**config.mk**
```make
export PLATFORM = sky130hd
export DESIGN_NAME = tdc_event_sequencer
export DESIGN_NICKNAME = d
export VERILOG_FILES = /design/src/rtl/tdc_event_sequencer.sv
export SDC_FILE = /design/constraint.sdc
export NUM_CORES = 1
export LEC_CHECK = 0
export ABC_CLOCK_PERIOD_IN_PS = 3680
export CAP_MARGIN = 40
export CORE_MARGIN = 3
export CORE_UTILIZATION = 30
export DETAILED_ROUTE_END_ITERATION = 12
export SYNTH_ARGS = -nofsm -noshare
export SYNTH_HDL_FRONTEND = slang
export SYNTH_SLANG_ARGS = --single-unit
```
**constraint.sdc**
```tcl
create_clock -name clk -period 3.68 [get_ports clk]
set_input_delay 0.736 -clock clk [delete_from_list [all_inputs] [get_ports clk]]
set_output_delay 0.736 -clock clk [all_outputs]
set_load 0.05 [all_outputs]
```
**src/rtl/tdc_event_sequencer.sv**
```systemverilog
// rtl/tdc_event_sequencer.sv - TDC hit / line / frame event sequencer toward the FIFO manager
//
// Purpose:
//   Collects TDC hits and scanner line/frame sync edges into single-entry
//   pending slots and issues them one at a time as write requests to the
//   FIFO manager, waiting for the matching done acknowledge (or a timeout)
//   and leaving one guard cycle between consecutive requests.
//
// Ports:
//   clk                   system clock, rising edge
//   rst                   asynchronous active-low reset
//   hit_valid, hit_data   one-cycle hit strobe and 48-bit TDC word
//   line_sync_in          asynchronous line sync level
//   frame_sync_in         asynchronous frame sync level
//   fifo_full             downstream FIFO full; blocks starting a new request
//   s1_fifo_writing_done  acknowledge for s1_wr_en
//   new_line_FIFO_done    acknowledge for new_line
//   new_frame_FIFO_done   acknowledge for new_frame
//   s1_wr_en, s1_din      hit write request and hit word
//   new_line, new_frame   marker write requests
//   line_index            lines accepted since the last frame marker
//   drop_cnt              saturating count of discarded events
//   ack_timeout_err       sticky: some request was never acknowledged

module tdc_event_sequencer #(
    parameter int DONE_TIMEOUT = 255
) (
    input  logic        clk,
    input  logic        rst,
    input  logic        hit_valid,
    input  logic [47:0] hit_data,
    input  logic        line_sync_in,
    input  logic        frame_sync_in,
    input  logic        fifo_full,
    input  logic        s1_fifo_writing_done,
    input  logic        new_line_FIFO_done,
    input  logic        new_frame_FIFO_done,
    output logic        s1_wr_en,
    output logic [47:0] s1_din,
    output logic        new_line,
    output logic        new_frame,
    output logic [15:0] line_index,
    output logic        ack_timeout_err,
    output logic [15:0] drop_cnt
);

    typedef enum logic [2:0] {
        IDLE      = 3'd0,
        REQ_HIT   = 3'd1,
        REQ_LINE  = 3'd2,
        REQ_FRAME = 3'd3,
        GAP       = 3'd4
    } state_t;

    // The request counter starts at 0 on the first REQ cycle, so the last
    // allowed cycle is the one where it holds DONE_TIMEOUT-1.
    localparam logic [15:0] TIMEOUT_LAST = 16'(DONE_TIMEOUT - 1);

    state_t      state_q;
    state_t      state_d;
    logic [15:0] req_cnt;

    // [0] and [1] form the two-stage synchronizer, [2] is the previous
    // synchronized value used for rising-edge detection.
    logic [2:0]  line_sync;
    logic [2:0]  frame_sync;
    logic        line_edge;
    logic        frame_edge;

    logic        hit_pend;
    logic        line_pend;
    logic        frame_pend;
    logic [47:0] hit_hold;

    logic        in_req;
    logic        done_match;
    logic        req_timeout;
    logic        req_end;
    logic        hit_clr;
    logic        line_clr;
    logic        frame_clr;
    logic        line_done;
    logic        frame_done;
    logic        hit_accept;
    logic        hit_drop;
    logic        line_drop;
    logic        frame_drop;
    logic        discard;

    // ------------------------------------------------------------------
    // Sync inputs: 2-FF synchronizer plus edge history
    // ------------------------------------------------------------------
    always_ff @(posedge clk or negedge rst) begin
        if (!rst) begin
            line_sync  <= '0;
            frame_sync <= '0;
        end else begin
            line_sync  <= {line_sync[1:0], line_sync_in};
            frame_sync <= {frame_sync[1:0], frame_sync_in};
        end
    end

    assign line_edge  = line_sync[1]  & ~line_sync[2];
    assign frame_edge = frame_sync[1] & ~frame_sync[2];

    // ------------------------------------------------------------------
    // FSM next state
    // ------------------------------------------------------------------
    assign in_req = (state_q == REQ_HIT) || (state_q == REQ_LINE) || (state_q == REQ_FRAME);

    always_comb begin
        state_d     = state_q;
        done_match  = 1'b0;
        req_timeout = 1'b0;
        case (state_q)
            IDLE: begin
                if (!fifo_full) begin
                    if (hit_pend) begin
                        state_d = REQ_HIT;
                    end else if (line_pend) begin
                        state_d = REQ_LINE;
                    end else if (frame_pend) begin
                        state_d = REQ_FRAME;
                    end
                end
            end
            REQ_HIT:   done_match = s1_fifo_writing_done;
            REQ_LINE:  done_match = new_line_FIFO_done;
            REQ_FRAME: done_match = new_frame_FIFO_done;
            GAP:       state_d = IDLE;
            default:   state_d = IDLE;
        endcase
        // A done arriving on the last allowed cycle still counts as success.
        if (in_req && !done_match && (req_cnt == TIMEOUT_LAST)) begin
            req_timeout = 1'b1;
        end
        if (in_req && (done_match || req_timeout)) begin
            state_d = GAP;
        end
    end

    assign req_end    = done_match || req_timeout;
    assign hit_clr    = (state_q == REQ_HIT)   && req_end;
    assign line_clr   = (state_q == REQ_LINE)  && req_end;
    assign frame_clr  = (state_q == REQ_FRAME) && req_end;
    assign line_done  = (state_q == REQ_LINE)  && done_match;
    assign frame_done = (state_q == REQ_FRAME) && done_match;

    // A hit may reuse the slot on the very cycle it is being released;
    // sync edges only see the flag value and are dropped while it is set.
    assign hit_accept = hit_valid && (!hit_pend || hit_clr);
    assign hit_drop   = hit_valid && !hit_accept;
    assign line_drop  = line_edge && line_pend;
    assign frame_drop = frame_edge && frame_pend;
    assign discard    = hit_drop || line_drop || frame_drop || req_timeout;

    // ------------------------------------------------------------------
    // State register and request-cycle counter
    // ------------------------------------------------------------------
    always_ff @(posedge clk or negedge rst) begin
        if (!rst) begin
            state_q <= IDLE;
            req_cnt <= '0;
        end else begin
            state_q <= state_d;
            if (in_req && (state_d == state_q)) begin
                req_cnt <= req_cnt + 16'd1;
            end else begin
                req_cnt <= '0;
            end
        end
    end

    // ------------------------------------------------------------------
    // Pending slots
    // ------------------------------------------------------------------
    always_ff @(posedge clk or negedge rst) begin
        if (!rst) begin
            hit_pend   <= 1'b0;
            hit_hold   <= '0;
            line_pend  <= 1'b0;
            frame_pend <= 1'b0;
        end else begin
            if (hit_accept) begin
                hit_pend <= 1'b1;
                hit_hold <= hit_data;
            end else if (hit_clr) begin
                hit_pend <= 1'b0;
            end

            if (line_clr) begin
                line_pend <= 1'b0;
            end else if (line_edge) begin
                line_pend <= 1'b1;
            end

            if (frame_clr) begin
                frame_pend <= 1'b0;
            end else if (frame_edge) begin
                frame_pend <= 1'b1;
            end
        end
    end

    // ------------------------------------------------------------------
    // Registered outputs and status
    // ------------------------------------------------------------------
    always_ff @(posedge clk or negedge rst) begin
        if (!rst) begin
            s1_wr_en        <= 1'b0;
            new_line        <= 1'b0;
            new_frame       <= 1'b0;
            s1_din          <= '0;
            line_index      <= '0;
            ack_timeout_err <= 1'b0;
            drop_cnt        <= '0;
        end else begin
            s1_wr_en  <= (state_d == REQ_HIT);
            new_line  <= (state_d == REQ_LINE);
            new_frame <= (state_d == REQ_FRAME);

            // The holding register cannot change during REQ_HIT (new hits
            // are dropped), so loading on entry is enough.
            if ((state_d == REQ_HIT) && (state_q != REQ_HIT)) begin
                s1_din <= hit_hold;
            end

            if (line_done) begin
                line_index <= line_index + 16'd1;
            end else if (frame_done) begin
                line_index <= '0;
            end

            if (req_timeout) begin
                ack_timeout_err <= 1'b1;
            end

            if (discard && (drop_cnt != 16'hFFFF)) begin
                drop_cnt <= drop_cnt + 16'd1;
            end
        end
    end

endmodule

```
==> run metrics <==
status complete, no violations; Final WS setup 0.665 ns; RSZ-0062 raised after global routing no; drt drc 0; CTS Hold Buffers Added 0; postcts setup bufs 0; synthesized area 6740 sq um; PD cells 940 nW/um^2; IO Port Bufs 140; Max IR drop VDD 0.472 mV; R2R Setup Slk 0.87 ns; Die ar. 24300 sq um; Clock Pin Slew Worst Setup and Hold Paths 0.07 ns; htree depth 4; final worst path period need 3.01 ns; CTS resizes 0; Die H 156 microns; Mapped Nets 565; TritonCTS clock tree yes; sequential fraction of the synthesis area 59.4%; Synth top area share 59.4%; vias per std cell 4.61; gpl congestion 0.782; Core Area 22000 sq um; number of CTS-inserted buffers 17; compound-gate portion of the synthesized area 3.06%; Critical Path Fanout Max 48; fmax 332 MHz; warnings from Yosys 0; commonest non-fill, non-tap cell in the layout dfrtp_1; Initial Util 30.7%; Clk Latency, worst-skew pair 0.42 ns; Diodes inserted 0; final clock skew 0.0112 ns; Top Ports 141; root buffer cell clkbuf_16; Startpoint Class input port; Setup-failing EPs final 0; DP Wirelength 10.2 mm; Flop pwr share 33.4%; worst slew pin tran 0.803 ns; Syn Area/Cell 13.4 sq um; Post-Syn Instances 504; post-synthesis xor/xnor area fraction 4.81%; Syn-to-layout area delta 34.5%; FF-to-FF Start req_cnt[0]; remaining antenna violation count after routing 0; static leakage 3.89 nW; Max-slew headroom 46.4%; switch share 38.1%; GRT overflow 0; Final #Nets 711; first-pass GRT wire length 23.7 mm; Die X 156 microns; Comb pwr share 45.3%; multiplexer area fraction after synthesis 18.7%; Synth cell types 40; clock power share 21.2%; post-synthesis register bit count 160; initial DRC count 188; most frequent cells in the layout 160 x dfrtp_1, 139 x clkdlybuf4s50_1, 58 x mux2_2, 47 x nor2_1, 40 x mux2_4; DR vias 4335; Synth Area in Adders 0.743%; MaxCap Viol Count 0; clock sinks 160; Int Power 5.27 mW; largest net degree at the start of global routing 86; CTS Buffer Depth 2; share of cells above drive strength 1 21.8%; period utilisation layout 81.9%; CP endpoint kind flop; HP Class in -> async; Setup WS pre-CTS 0.237 ns; row count 54; WL final 14.7 mm; sw power 3.25 mW; top post-synthesis cells by area dfrtp_1 59%, mux2_2 9.7%, mux2_4 8.9%, xnor2_1 3.0%, nor2_1 2.6%; Simple-Gate Fraction of Synth Area 11.1%; WL/cell 15.6 microns; vias in the first global route 4491; Worst Path Arrival 3.31 ns; Setup CP Type in -> reg; leading area contributor after synthesis dfrtp_1; Total GRT Usage 12.2%; combinational family with the most area after synthesis multiplexers; Critical Path RT 3.98 ns; setup TNS 0 ns; drt pass-1 iters 4; Final Slew Violations 0; final hold vios 0; Worst Reg-to-Reg Cells 9; initial antenna violation count 2; worst reg2reg path endpoint s1_din[33]
## flip-flops by register name, summed over array words and instances, names as in the netlist
register and count:
ack_timeout_err 1, s1_wr_en 1, line_index 16, drop_cnt 16
hit_pend 1, frame_sync 3, new_frame 1, s1_din 48
state_q 3, hit_hold 48, frame_pend 1, line_sync 3
req_cnt 16, new_line 1, line_pend 1
## critical path, cell delays in order
cell             delay (ns)
clkdlybuf4s50_1        0.49
mux2_2                 0.32
a21oi_1                0.30
o22ai_4                0.15
or2b_2                 0.36
nor3_4                 0.21
buf_12                 0.32
mux2_2                 0.38
## through the flow
stage	hold slack, ns	util (%)	area [sq um]	power, mW	cells
floorplan	0.331	-	6740	5.63	504
CTS	0.355	41.3	9060	8.64	941
detailed placement	0.341	38.5	8460	6.77	911
global placement	0.337	38.5	8460	6.67	911
global route	0.355	41.3	9060	8.95	941
finish	0.348	41.3	9060	8.52	941
## area by class of cell
cell class	count	area (sq um)
sequential	160	4000
clock buffer	20	457
fill	2020	12900
clock inverter	10	150
timing repair buffer	146	1490
tap	280	350
multi-input combinational	320	2600
inverter	5	18.8
## worst max-delay path by stage
stage / from / end / slack (ns) / cells past startpoint
finish: new_line_FIFO_done / s1_din[1] / 0.67 / 8
global route: new_line_FIFO_done / s1_din[17] / 0.54 / 8
CTS: new_line_FIFO_done / s1_din[11] / 0.68 / 8
detailed placement: new_line_FIFO_done / s1_din[11] / 0.24 / 8
global placement: new_line_FIFO_done / s1_din[13] / 0.28 / 8
floorplan: new_frame_FIFO_done / s1_din[18] / 0.98 / 8
## synthesized netlist by cell type (all sizes together)
| library cell | number |
|---|---|
| dfrtp | 160 |
| mux2 | 98 |
| nor2 | 47 |
| nand2 | 23 |
| xnor2 | 23 |
| nand3 | 21 |
| xor2 | 14 |
| buf | 12 |
| nand4 | 12 |
| a21oi | 11 |
| o21ai | 10 |
| nor3 | 9 |
| or3 | 8 |
| and3 | 7 |
| clkbuf | 7 |
| inv | 5 |
| nor2b | 5 |
| a31oi | 4 |
| ha | 4 |
| and2 | 3 |
| and3b | 3 |
| or2 | 3 |
| nand2b | 2 |
| nor4 | 2 |
| o21bai | 2 |
| a21bo | 1 |
| a221oi | 1 |
| mux2i | 1 |
| nand3b | 1 |
| o22ai | 1 |
| o41a | 1 |
| or2b | 1 |
| or4 | 1 |
| or4b | 1 |
## power by group through the flow
stage,clock network (mW),registers [mW],logic (mW)
finish,1.81,2.85,3.86
global route,1.94,2.94,4.07
CTS,1.87,2.85,3.91
detailed placement,0,2.87,3.90
global placement,0,2.85,3.82
floorplan,0,3.91,1.72
## routing by layer
layer	global-route usage [%]	vias up	share of wire, %
met5	0	-	0.14
met4	3.91	4	1.2
met3	3.58	17	4.4
met1	15.9	2181	45
li1	-	2045	-
met2	19.6	88	49
## cell families after synthesis
logic type / Yosys count
flip-flops: 160
multiplexers: 99
buffers and inverters: 24
AND/OR/NAND/NOR: 149
adder cells (fa/ha/maj): 4
XOR/XNOR: 37
AO/OA/AOI/OAI: 31
Power figures use the tool's default switching activity.
